[src/rtl/fetch_unit_r32i.sv]
// Instruction fetch stage: owns the PC, drives the instruction cache address and
// holds one registered instruction for decode, with redirect, miss and hold handling.
module fetch_unit_r32i #(
    parameter int unsigned      dataW    = 32,
    parameter logic [dataW-1:0] ResetVec = '0
) (
    input  logic             clock,
    input  logic             reset,
    output logic [dataW-1:0] ProgAddr,
    input  logic             InsCacheStall,
    input  logic [dataW-1:0] CacheIns,
    input  logic             BranchTaken,
    input  logic [dataW-1:0] BranchTarget,
    input  logic             DecodeStall,
    output logic [dataW-1:0] FetchIns,
    output logic [dataW-1:0] FetchPC,
    output logic             FetchValid,
    output logic             MisalignErr,
    output logic [15:0]      MissCycles
);

    typedef enum logic [2:0] {
        IDLE,
        FETCH,
        MISS,
        HOLD,
        HALT
    } fetchState_e;

    typedef enum logic [2:0] {
        EvNone,
        EvRedirect,
        EvMisalign,
        EvHold,
        EvRelease,
        EvMiss,
        EvIssue
    } fetchEvent_e;

    fetchState_e      state;
    fetchEvent_e      evt;
    logic [dataW-1:0] pcReg;

    function automatic logic [dataW-1:0] nextPc(input logic [dataW-1:0] pc);
        // Natural truncation gives the wrap from the top word back to zero.
        return pc + dataW'(32'd4);
    endfunction

    function automatic logic [15:0] satInc16(input logic [15:0] v);
        if (v == 16'hFFFF) begin
            return v;
        end
        return v + 16'd1;
    endfunction

    // One event per cycle, already resolved in priority order:
    // redirect > decode hold > cache stall > issue.
    always_comb begin
        evt = EvNone;
        case (state)
            FETCH, MISS, HOLD: begin
                if (BranchTaken) begin
                    if (BranchTarget[1:0] == 2'b00) begin
                        evt = EvRedirect;
                    end else begin
                        evt = EvMisalign;
                    end
                end else if (state == HOLD) begin
                    if (DecodeStall) begin
                        evt = EvHold;
                    end else begin
                        evt = EvRelease;
                    end
                end else if (FetchValid && DecodeStall) begin
                    evt = EvHold;
                end else if (InsCacheStall) begin
                    evt = EvMiss;
                end else begin
                    evt = EvIssue;
                end
            end
            default: evt = EvNone;
        endcase
    end

    // Fetch register stage: PC, held instruction and status all update here.
    always_ff @(posedge clock) begin
        if (!reset) begin
            pcReg       <= ResetVec;
            FetchIns    <= '0;
            FetchPC     <= '0;
            FetchValid  <= 1'b0;
            MisalignErr <= 1'b0;
            MissCycles  <= '0;
            state       <= IDLE;
        end else begin
            if (state == MISS) begin
                MissCycles <= satInc16(MissCycles);
            end
            case (evt)
                EvRedirect: begin
                    pcReg      <= BranchTarget;
                    FetchValid <= 1'b0;
                    state      <= FETCH;
                end
                EvMisalign: begin
                    MisalignErr <= 1'b1;
                    FetchValid  <= 1'b0;
                    state       <= HALT;
                end
                EvHold: begin
                    state <= HOLD;
                end
                EvRelease: begin
                    // Decode took the held instruction this cycle.
                    FetchValid <= 1'b0;
                    state      <= FETCH;
                end
                EvMiss: begin
                    // Only reached when nothing is held for decode.
                    FetchValid <= 1'b0;
                    state      <= MISS;
                end
                EvIssue: begin
                    FetchIns   <= CacheIns;
                    FetchPC    <= pcReg;
                    FetchValid <= 1'b1;
                    pcReg      <= nextPc(pcReg);
                    state      <= FETCH;
                end
                default: begin
                    if (state == IDLE) begin
                        state <= FETCH;
                    end
                end
            endcase
        end
    end

    assign ProgAddr = pcReg;

endmodule
[config.mk]
export PLATFORM = sky130hd
export DESIGN_NAME = fetch_unit_r32i
export DESIGN_NICKNAME = d
export VERILOG_FILES = /design/src/rtl/fetch_unit_r32i.sv
export SDC_FILE = /design/constraint.sdc
export NUM_CORES = 1
export LEC_CHECK = 0
export CAP_MARGIN = 20
export CORE_UTILIZATION = 30
export DETAILED_ROUTE_END_ITERATION = 8
export GPL_ROUTABILITY_DRIVEN = 0
export PLACE_DENSITY_LB_ADDON = 0.15
export SYNTH_ARGS = -nofsm -noshare
export SYNTH_HDL_FRONTEND = slang
export SYNTH_SLANG_ARGS = --single-unit
export TNS_END_PERCENT = 100
[constraint.sdc]
create_clock -name clock -period 2.53 [get_ports clock]
set_clock_uncertainty 0.2 [all_clocks]
set_input_delay 0.6325 -clock clock [delete_from_list [all_inputs] [get_ports clock]]
set_output_delay 0.6325 -clock clock [all_outputs]
set_load 0.01 [all_outputs]
# Word-level counts from Yosys, hierarchy flattened

Index checks and enable logic that the tools add are counted.

Reduce and logical (&&, ||, !) cells: 10
Muxes and demuxes: 15
$add $sub $neg: 2
Equality and inequality tests: 11

Operator list:

| operator                | count |
|---|---|
| $pmux W32 S2            | 1 |
| $add A32 B3 Y32 const B | 1 |
| $mux W3                 | 6 |
| $add A16 B1 Y16 const B | 1 |
| $eq A16 B16 Y1 const B  | 1 |
| $mux W16                | 1 |
| $eq A3 B2 Y1 const B    | 4 |
| $pmux W3 S4             | 1 |
| $eq A3 B3 Y1 const B    | 3 |
| $eq A3 B1 Y1 const B    | 2 |
| $reduce_or A3 Y1        | 2 |
| $reduce_bool A5 Y1      | 1 |
| $mux W2                 | 2 |
| $reduce_bool A2 Y1      | 2 |
| $reduce_or A4 Y1        | 1 |
| $logic_not A3 Y1        | 1 |
| $mux W1                 | 3 |
| $logic_not A2 Y1        | 1 |
| $ne A2 B2 Y1 const B    | 1 |
| $pmux W1 S2             | 1 |
| $reduce_and A2 Y1       | 1 |
| $logic_and A1 B1 Y1     | 1 |

Flip-flop bits (word level): 117
Output and inout bits: 114
Bits of input ports: 69
Word-level logic and storage cells: 45

# Logic depth before layout (Yosys ltp)

Gate-level depths: netlist of run 1.

Depth in word-level cells: 8
Mapped depth: 7

# Least setup slack after synthesis of run 1

No wires, ideal clock.

Path type: register to register
Start point: reg pcReg[2] (netlist: ProgAddr[2])
End point: reg pcReg[30] (netlist: ProgAddr[30])
Required time: 2252 ps
Stages on the path, launching flop included: 7
Library setup time: 78 ps
Period minus slack after synthesis: 2066 ps
Slack: 464 ps
Arrival: 1788 ps
Path through: dfxtp_1 ha_1 nand3_1 nor4_2 nand2_2 o31a_1 nor3_1

Cells in the longest elaborated chain, start to end: 2

RTL lines:

| item                     | RTL line | text |
|---|---|---|
| start: declaration       | 42       | `logic [dataW-1:0] pcReg;` |
| start signal: assignment | 89       | `pcReg <= ResetVec;` |
| start signal: assignment | 102      | `pcReg <= BranchTarget;` |
| start signal: assignment | 128      | `pcReg <= nextPc(pcReg);` |
| $add A32 B3 Y32          | 46       | `return pc + dataW'(32'd4);` |
| $pmux W32 S2             | 100      | `case (evt)` |

No other way between the ends.
A chain may end at the register's enable or synchronous reset.

# Worst setup path after layout of run 1

Start point: in DecodeStall
End point: reg pcReg[31] (netlist: ProgAddr[31])

Cells in the longest elaborated chain, start to end: 7

RTL lines:

| item                                               | RTL line | text |
|---|---|---|
| start: declaration                                 | 14       | `input logic DecodeStall,` |
| $logic_and A1 B1 Y1                                | 74       | `end else if (FetchValid && DecodeStall) begin` |
| $mux W3                                            | 74       |  |
| $mux W3 *                                          | 68       | `end else if (state == HOLD) begin` |
| $mux W3 *                                          | 62       | `if (BranchTaken) begin` |
| $mux W3 *                                          | 60       | `case (state)` |
| $eq A3 B3 Y1 or $eq A3 B1 Y1 (tied branches)       | 100      |  |
| $pmux W32 S2 or $reduce_bool A2 Y1 (tied branches) | n/a      |  |

Mark *: on every way between the ends. The rest lies on a longest branch, timed or not.

==> flow_summary.yaml, run 1 <==
logic_synthesis:
  synth_most_common_cell: "nand2_1"
  synthFlopType: "dfxtp_1"
  synth_edf_count: 0
  synth_area_per_cell_sq_um: 7.96
  yosysWarnings: 0
  synth-seq-area-share: 0.465
  ys_types: 57
  syn-num-nets: 704
  synth-seq-cells: 117
  synth.largest_area_cell: "dfxtp_1"
  synthArstFlopShare: 0
  synth_cells: 633
  synth.top_cells.by_area: "dfxtp_1, nand2_1, a21oi_1"
  synthTopCellsByCount: "nand2_1, dfxtp_1, a21oi_1"
  syn_area_sq_mm: 0.00504
  yosysTopAreaCellShare: 0.465
worst_setup_path:
  worstSetupPathType: "primary input to flop"
  start_kind: "primary input"
  critPathCaptureType: "flop"
  rr_startpoint: "ProgAddr[3]"
  cp.required_ns: 2.64
  crit_start: "DecodeStall"
  path_max_fanout: 13
  cp_data_arrival_time_ns: 2.49
  r2r_slack_ns: 0.16
timing:
  finalMaxSlewViolations: 0
  fmax_mhz: 420
  whs_ns: 0.251
  min_period_ns: 2.38
  setup_viol: 0
  relSlewSlack: 0.645
  tns_ns: 0
  rsz0062_at_grt: "false"
  hold_violations: 0
  worst_slew_pin_slew_ns: 0.529
  post-route-period-util: 0.940
floorplanning:
  die_h_um: 132
  core-area_sq_mm: 0.0165
  dieArea_sq_mm: 0.0173
  start_util: 0.306
  io_pins: 183
  die-width_um: 132
  rows: 47
detailed_routing:
  routed_wl_um: 16100
  routed.top_layer: "met4"
  vias: 5322
  wl_met2_um: 7690
  drtPass1Iterations: 5
  drc: 0
  m1WireLength_um: 7100
  wl_met3_um: 1070
  via_per_inst: 4.96
  ant_nets: 0
  drt_iter0_drc: 375
  wl_per_cell_um: 15.0
global_routing:
  gr-total-overflow: 0
  grtUsageTotal: 0.186
  grt_pass1_wl_um: 25600
  grt_start_max_net_pins: 42
  grt_antenna_before_repair: 0
  first_global_vias: 5027
pwr:
  p_seq_frac: 0.414
  p_leak_nw: 2.69
  combinationalPowerShare: 0.121
  p_per_area_mw_per_mm2: 601
  switching_share: 0.233
  p_switching_mw: 1.11
  peakVddDrop_mv: 0.445
  p_clk_frac: 0.466
  power.internal_mw: 3.65
layout:
  drive_gt1_frac: 0.104
  final_cells: 1074
  final_nets: 913
  n_antenna_cell: 0
  synthToLayoutAreaGrowth_pct: 57.2
  fin_area_sq_mm: 0.00792
placement:
  hpwlAfterDp_um: 11800
  dp.cells: 1043
  io_buffers: 182
  postPlaceCellArea_sq_mm: 0.00737
cts:
  clk_latency_ns: 0.41
  cts_tree: "yes"
  root_buffer: "clkbuf_16"
  cts_sinks: 117
  post_cts_buffers: 0
  cts_repair_resize_count: 0
  cts_max_path_buffers: 2
  clk_pin_slew_ns: 0.05
  holdBufCountCts: 0
  htreeDepth: 4
  numCtsBuffers: 17
min_path:
  holdCritPathClass: "flop to flop"
  min_from: "FetchPC[1]"
job:
  drv_cap: 0
status:
  status: "finished clean"
-- area by class of cell --
class	count	area (sq um)
clock inverters	4	45.0
fillers	1597	8540
multi-input cells	472	2520
well taps	220	275
clock buffers	27	503
inverters	5	20.0
repair buffers	229	2210
flip-flops and latches	117	2340
-- path summary, 6_finish.rpt --
| path | endpoint | depth (start not counted) |
|---|---|---|
| setup reg to reg | ProgAddr[22] | 7 |
| hold reg to reg | FetchPC[1] | 2 |
| setup / recovery | ProgAddr[31] | 6 |
| hold / removal | FetchPC[1] | 2 |
-- state kept, by name, indices dropped and copies added, names as in the netlist --
register	cells
FetchIns	32
FetchPC	32
ProgAddr	32
MissCycles	16
state	3
FetchValid	1
MisalignErr	1
-- critical path, cell delays in order --
cell             delay (ns)
clkdlybuf4s50_1        0.43
a21oi_1                0.31
and3_2                 0.42
nand3_2                0.16
o31a_1                 0.26
a311oi_1               0.27
-- logic make-up after synthesis --
group                      synth area share
and+or+nand+nor                       0.270
AOI/OAI and AO/OA                     0.186
DFF                                   0.465
buffers and inverters                0.0380
xor gates and xnor gates             0.0191
muxes                                0.0166
adders and majority gates           0.00496
-- per-layer routing --
metal / GRT usage / vias to the layer above
met5: 0 / -
met4: 0.0672 / 0
met3: 0.0598 / 15
met2: 0.305 / 173
met1: 0.227 / 2497
li1: - / 2637
-- stage by stage --
stage,power [mW],utilization,setup slack (ns)
2_1_floorplan,2.23,-,0.464
3_3_place_gp,2.57,0.448,-0.164
3_5_place_dp,2.58,0.448,-0.181
4_1_cts,4.83,0.481,0.164
5_1_grt,4.95,0.481,0.0260
6_report,4.76,0.481,0.151
-- cells in the final DEF (no fill, tap or decap), types with 4 or more instances in the layout --
cell type	Yosys	layout
dfxtp_1	117	117
nand3_1	20	20
nor3_1	15	15
clkdlybuf4s50_1	0	182
a311oi_1	6	6
clkbuf_1	25	6
buf_4	1	44
and4_1	5	5
and3_1	8	7
clkbuf_16	0	17
o211ai_1	4	4
o31a_1	5	5
clkbuf_8	0	4
nand2b_1	4	4
o221ai_1	4	4
a21oi_1	89	89
a211oi_1	12	12
mux2i_1	5	5
nor2_1	41	41
o21ai_0	20	20
and2_1	5	5
xnor2_1	10	10
nand2_1	159	159
nor4_1	5	5
a22oi_1	4	4
clkinv_2	0	4
inv_1	4	4
nand4_1	10	10
-- power by group through the flow --
| stage | clock network [mW] | registers (mW) | logic [mW] |
|---|---|---|---|
| 5_1_grt | 2.36 | 1.97 | 0.620 |
| 2_1_floorplan | 0 | 2.02 | 0.214 |
| 6_report | 2.22 | 1.97 | 0.574 |
| 3_5_place_dp | 0 | 2.00 | 0.576 |
| 4_1_cts | 2.28 | 1.97 | 0.579 |
| 3_3_place_gp | 0 | 2.00 | 0.568 |
No activity file was read; power rests on OpenSTA's default activity.
==> run 2, diff against run 1 <==
--- a/config.mk
+++ b/config.mk
@@ -6,9 +6,10 @@
 export NUM_CORES = 1
 export LEC_CHECK = 0
 export CAP_MARGIN = 20
-export CORE_UTILIZATION = 30
+export CORE_UTILIZATION = 40
 export DETAILED_ROUTE_END_ITERATION = 8
 export GPL_ROUTABILITY_DRIVEN = 0
+export MAX_ROUTING_LAYER = met4
 export PLACE_DENSITY_LB_ADDON = 0.15
 export SYNTH_ARGS = -nofsm -noshare
 export SYNTH_HDL_FRONTEND = slang
==> flow_summary.yaml, run 2 (same netlist as run 1, synthesis figures left out) <==
detailed_routing:
  drt_iter0_drc: 409
  vias: 5348
  ant_nets: 0
  via_per_inst: 5.24
  drtPass1Iterations: 5
  routed_wl_um: 15600
  drc: 0
  wl_per_cell_um: 15.3
worst_setup_path:
  cp.required_ns: 2.63
  worstSetupPathType: "flop to flop"
  cp_cell_sequence: "ha_1, nand3_1, or4_1, nor2_1, a211oi_1, a311oi_1"
  start_kind: "flop"
  path_max_fanout: 5
  critPathSlowestCell: "or4_1"
  cp_data_arrival_time_ns: 2.50
  crit_path_max_incr_delay_ns: 0.65
  critPathCaptureType: "flop"
pwr:
  totalPowerFinal_mw: 4.80
  p_leak_nw: 2.69
  p_per_area_mw_per_mm2: 611
  peakVddDrop_mv: 0.428
layout:
  final_nets: 910
  register_area_sq_mm: 0.00234
  final_cells: 1020
  mostFrequentLayoutCell: "clkdlybuf4s50_1"
  finish.utilization: 0.646
  n_antenna_cell: 0
  synthToLayoutAreaGrowth_pct: 55.9
  fillers: 1092
  final_cell_mix: "clkdlybuf4s50_1, nand2_1, dfxtp_1"
  multiInputGateArea_sq_mm: 0.00253
  drive_gt1_frac: 0.101
placement:
  dp.cells: 988
  hpwlAfterDp_um: 11400
  io_buffers: 182
status:
  status: "finished clean"
cts:
  cts_tree: "yes"
  post_cts_buffers: 0
  htreeDepth: 4
  numCtsBuffers: 17
  clk_pin_slew_ns: 0.05
  cts_repair_resize_count: 0
  holdBufCountCts: 0
  cts_max_path_buffers: 2
  cts_sinks: 117
  root_buffer: "clkbuf_16"
  clk_latency_ns: 0.41
floorplanning:
  io_pins: 183
  rows: 40
  die-width_um: 114
  start_util: 0.414
  core-area_sq_mm: 0.0122
  dieArea_sq_mm: 0.0131
  die_h_um: 114
global_routing:
  first_global_vias: 5206
  grt_antenna_before_repair: 0
  grtUsageTotal: 0.254
  gr-total-overflow: 0
  grt_start_max_net_pins: 32
  grt_pass1_wl_um: 25300
timing:
  post-route-period-util: 0.949
  whs_ns: 0.251
  worst_slew_pin_slew_ns: 0.466
  setup_viol: 0
  hold_violations: 0
  relSlewSlack: 0.689
  rsz0062_at_grt: "false"
  tns_ns: 0
  finalMaxSlewViolations: 0
  min_period_ns: 2.40
  fmax_mhz: 416
job:
  drv_cap: 0
min_path:
  holdCritPathClass: "flop to flop"
run 2: cell count changes in the layout (fill, tap and decap cells not counted):
cell,before,now
nor4_4,1,2
clkbuf_8,4,5
nor4_2,1,0
buf_4,44,41
clkinv_2,4,3
clkbuf_1,6,7
run 2: per-layer routing:
metal / track usage / vias up / part of all wire
met5: - / - / 0
met1: 0.309 / 2493 / 0.44
li1: - / 2629 / -
met2: 0.411 / 200 / 0.48
met3: 0.0551 / 26 / 0.059
met4: 0.105 / 0 / 0.021
run 2: path summary, 6_finish.rpt:
kind | from | end | slack (ns) | cells after the start
setup / recovery | ProgAddr[3] | ProgAddr[20] | 0.13 | 6
hold / removal | FetchIns[11] | FetchIns[11] | 0.25 | 2
setup reg to reg | ProgAddr[3] | ProgAddr[20] | 0.13 | 6
hold reg to reg | FetchIns[11] | FetchIns[11] | 0.25 | 2
run 2: cell type report:
type / count / share of cell area
multi-input combinational: 472 / 0.322
sequential: 117 / 0.298
timing repair buffer: 226 / 0.279
clock buffer: 29 / 0.0663
tap: 168 / 0.0268
clock inverter: 3 / 0.00510
inverter: 5 / 0.00255
run 2: critical path: cells and delay by family (launching register included):
kind	cells	cell delay, ns
compound gates	2	0.37
flops	1	0.39
simple gates	3	1.08
fa+ha+maj	1	0.24
run 2: metrics by stage:
| step | setup WS, ns | cell area [sq um] |
|---|---|---|
| global route | 0.0184 | 7860 |
| detailed placement | -0.174 | 7290 |
| global placement | -0.138 | 7290 |
| finish | 0.129 | 7860 |
| floorplan | 0.464 | 5040 |
| CTS | 0.166 | 7850 |
run 2: where the power goes:
| group | leakage (nW) | switching (mW) | internal, mW | total [mW] |
|---|---|---|---|---|
| logic | 1.46 | 0.263 | 0.297 | 0.560 |
| registers | 0.946 | 0.0646 | 1.90 | 1.97 |
| clock network | 0.276 | 0.791 | 1.48 | 2.27 |
==> run 3, diff against run 2 <==
--- a/config.mk
+++ b/config.mk
@@ -10,7 +10,7 @@
 export DETAILED_ROUTE_END_ITERATION = 8
 export GPL_ROUTABILITY_DRIVEN = 0
 export MAX_ROUTING_LAYER = met4
-export PLACE_DENSITY_LB_ADDON = 0.15
+export PLACE_DENSITY = 0.73
 export SYNTH_ARGS = -nofsm -noshare
 export SYNTH_HDL_FRONTEND = slang
 export SYNTH_SLANG_ARGS = --single-unit
==> flow_summary.yaml, run 3 (same netlist as run 1, synthesis figures left out) <==
pwr:
  p_switching_mw: 1.10
  power.internal_mw: 3.58
  switching_share: 0.235
  totalPowerFinal_mw: 4.68
  peakVddDrop_mv: 0.400
  p_seq_frac: 0.421
  p_clk_frac: 0.461
  p_per_area_mw_per_mm2: 601
  combinationalPowerShare: 0.119
  p_leak_nw: 2.66
timing:
  tns_ns: 0
  setup_viol: 0
  postLayoutSetupSlackWorst_ns: 0.191
  worst_slew_pin_slew_ns: 0.490
  fmax_mhz: 427
  relSlewSlack: 0.670
  min_period_ns: 2.34
  rsz0062_at_grt: "false"
  post-route-period-util: 0.925
  hold_violations: 0
  finalMaxSlewViolations: 0
detailed_routing:
  routed_wl_um: 15900
  via_per_inst: 5.37
  drt_iter0_drc: 340
  drtPass1Iterations: 5
  vias: 5469
  drc: 0
  wl_per_cell_um: 15.6
  ant_nets: 0
global_routing:
  grt_antenna_before_repair: 0
  grt_start_max_net_pins: 40
  grtUsageTotal: 0.255
  grt_pass1_wl_um: 25400
  first_global_vias: 5233
  gr-total-overflow: 0
layout:
  final_cells: 1019
  synthToLayoutAreaGrowth_pct: 54.5
  n_antenna_cell: 0
  multiInputGateArea_sq_mm: 0.00252
  drive_gt1_frac: 0.105
  final_nets: 911
  mostFrequentLayoutCell: "clkdlybuf4s50_1"
  final_cell_mix: "clkdlybuf4s50_1, nand2_1, dfxtp_1"
  register_area_sq_mm: 0.00234
  fillers: 1068
  finish.utilization: 0.640
cts:
  cts_repair_resize_count: 0
  cts_max_path_buffers: 2
  clk_latency_ns: 0.41
  cts_tree: "yes"
  root_buffer: "clkbuf_16"
  cts_sinks: 117
  post_cts_buffers: 0
  numCtsBuffers: 17
  htreeDepth: 4
  clk_pin_slew_ns: 0.05
  holdBufCountCts: 0
placement:
  pre_cts_slack_ns: -0.207
  io_buffers: 182
  dp.cells: 989
  hpwlAfterDp_um: 11600
worst_setup_path:
  critPathSlowestCell: "clkdlybuf4s50_1"
  cpLargestDelayFamily: "buffers and inverters"
  cp_data_arrival_time_ns: 1.51
  path_max_fanout: 9
  cp_cell_sequence: "clkdlybuf4s50_1"
  start_kind: "flop"
  path_buf_inv: 1
  worstSetupPathType: "flop to output pin"
  crit_path_max_incr_delay_ns: 0.60
  cp.required_ns: 1.70
  critPathCaptureType: "output pin"
floorplanning:
  rows: 40
  io_pins: 183
  core-area_sq_mm: 0.0122
  die_h_um: 114
  start_util: 0.414
  dieArea_sq_mm: 0.0131
  die-width_um: 114
status:
  status: "finished clean"
job:
  drv_cap: 0
min_path:
  holdCritPathClass: "flop to flop"
[run 3: power by group through the flow]
| stage | logic [mW] | registers, mW | clock network [mW] |
|---|---|---|---|
| after CTS | 0.554 | 1.97 | 2.20 |
| after floorplan | 0.214 | 2.02 | 0 |
| after global placement | 0.540 | 2.00 | 0 |
| final | 0.555 | 1.97 | 2.16 |
| after global routing | 0.597 | 1.97 | 2.28 |
| after detailed placement | 0.551 | 2.00 | 0 |
[run 3: through the flow]
stage / hold slack (ns) / instance area [sq um]
after floorplan: 0.281 / 5040
final: 0.252 / 7790
after detailed placement: 0.246 / 7250
after global routing: 0.271 / 7790
after CTS: 0.253 / 7790
after global placement: 0.242 / 7250
[run 3: routing by layer]
layer | wire length, um | vias up | track usage
met5 | 0 | - | -
met4 | 228 | 0 | 0.0848
met3 | 1190 | 24 | 0.0662
met2 | 7800 | 225 | 0.419
met1 | 6660 | 2589 | 0.304
li1 | - | 2631 | -
[run 3: area by class of cell]
| type | instances | share of cell area |
|---|---|---|
| clock inverter | 4 | 0.00257 |
| multi-input combinational | 472 | 0.323 |
| sequential | 117 | 0.301 |
| clock buffer | 26 | 0.0667 |
| inverter | 5 | 0.00241 |
| tap | 168 | 0.0270 |
| timing repair buffer | 227 | 0.277 |
[run 3: worst paths after layout]
check,cells after the start,end,slack [ns],startpoint
max reg2reg,6,ProgAddr[30],0.27,ProgAddr[3]
min reg2reg,2,FetchIns[12],0.25,FetchIns[12]
max,1,ProgAddr[26],0.19,ProgAddr[26]
min,2,FetchIns[12],0.25,FetchIns[12]
==> variant, RTL diff (flow settings as in run 1) <==
Change the parameter `dataW` from 32 to 16.
--- a/src/rtl/fetch_unit_r32i.sv
+++ b/src/rtl/fetch_unit_r32i.sv
@@ -3,3 +3,3 @@
 module fetch_unit_r32i #(
-    parameter int unsigned      dataW    = 32,
+    parameter int unsigned      dataW    = 16,
     parameter logic [dataW-1:0] ResetVec = '0
Ports: changed (5 resized); port bits go from 183 to 103. The function was not compared with the original's and may differ.
==> variant against run 1 <==
Via count shrank 44%. Sequential cell count shrank 48. Worst setup slack gained 0.044 ns. Routed wire length shrank 47%. Design area shrank 44%. Sequential share of layout area grew 1.4 points. Sequential power shrank 39%. Clock power shrank 56%. Critical path depth grew 3. Critical endpoint is now FetchIns[6]. Total power shrank 45%. Core utilization shrank 2.0 points. Register-to-register slack gained 0.09 ns. Synthesized area shrank 41%.
==> variant: results (changes against run 1) <==
Outcome
  – Status: complete, no violations (unchanged)

Cells and area
  – Bufs w/o clock: 124 (was 229)
  – Fillers: 971 (was 1,597)
  – Clock-cell share: 0.04762 (was 0.06918)
  – # clk buffers: 9 (was 27)
  – Multi-input gates: 269 (was 472)
  – Inverters: 1 (was 5)
  – Fraction of area in multi-input gates: 0.3339 (was 0.3186)

Global routing
  – First-pass GRT wire length: 13,940 µm (was 25,560 µm)
  – Total Routing Usage GR: 0.1736 (was 0.1862)
  – Largest net degree at the start of global routing: 28 (was 42)
  – Vias in the first global route: 2,860 (was 5,027)

CTS
  – Worst-Skew Late Latency: 0.34 ns (was 0.41 ns)
  – H-Tree Depth: 3 (was 4)
  – Clock Pin Slew Worst Setup and Hold Paths: 0.07 ns (was 0.05 ns)

Yosys
  – Most instantiated cells after synthesis: nand2_1 (82), dfxtp_1 (69), a21oi_1 (45) (was nand2_1 (159), dfxtp_1 (117), a21oi_1 (89))
  – Seq cells post-synth: 69 (was 117)
  – Sequential cell area fraction in the yosys report: 0.4629 (was 0.4647)

Power
  – Max VDD drop: 298.4 µV (was 445.4 µV)
  – Leak Pwr: 1.535 nW (was 2.688 nW)
  – PwrDens: 587.5 nW/µm² (was 600.6 nW/µm²)

Hold path
  – Hold Crit Endpoint: FetchIns[12] (was FetchPC[1])

Timing
  – Slew HR: 0.6234 (was 0.6446)
  – Hold WS: 0.2550 ns (was 0.2507 ns)

Route
  – Via density per instance: 4.905 (was 4.955)
  – Drt first-iter violations: 122 (was 375)
  – Detail Route met3 WL: 398 µm (was 1072 µm)
  – Met1 Routed Length: 4069 µm (was 7104 µm)

Place
  – Dpl cells: 596 (was 1,043)
  – Hpwl dp: 5987 µm (was 11,830 µm)
  – Area after DPL: 4254 µm² (was 7373 µm²)

Worst setup path
  – Reg2Reg Setup Slack: 0.25 ns (was 0.16 ns)
  – Critical path peak fanout: 23 (was 13)

Floorplanning
  – Full die area: 10,350 µm² (was 17,320 µm²)
==> variant: worst max-delay path, stage by stage <==
cell and delay [ns]:
clkdlybuf4s50_1 0.59, nor2_1 0.08, mux2i_1 0.24, buf_4 0.18, and2_2 0.16, buf_12 0.16, buf_12 0.15, nand2_1 0.06
a21oi_1 0.13
==> variant: worst max-delay path by stage <==
| stage | to | depth (start not counted) |
|---|---|---|
| after global routing | FetchIns[6] | 9 |
| after global placement | ProgAddr[6] | 7 |
| after floorplan | MissCycles[4] | 7 |
| final | FetchIns[6] | 9 |
| after CTS | FetchIns[6] | 9 |
| after detailed placement | FetchIns[6] | 9 |
==> variant: power breakdown <==
| group | switching (mW) | internal, mW | leakage, nW |
|---|---|---|---|
| Clock | 0.431 | 0.549 | 0.101 |
| Sequential | 0.0653 | 1.14 | 0.558 |
| Combinational | 0.206 | 0.236 | 0.875 |
==> variant: metal layers <==
metal,global-route usage,vias up
li1,-,1503
met1,0.2362,1419
met2,0.2703,68
met3,0.03727,7
met4,0.06243,0
met5,0,-
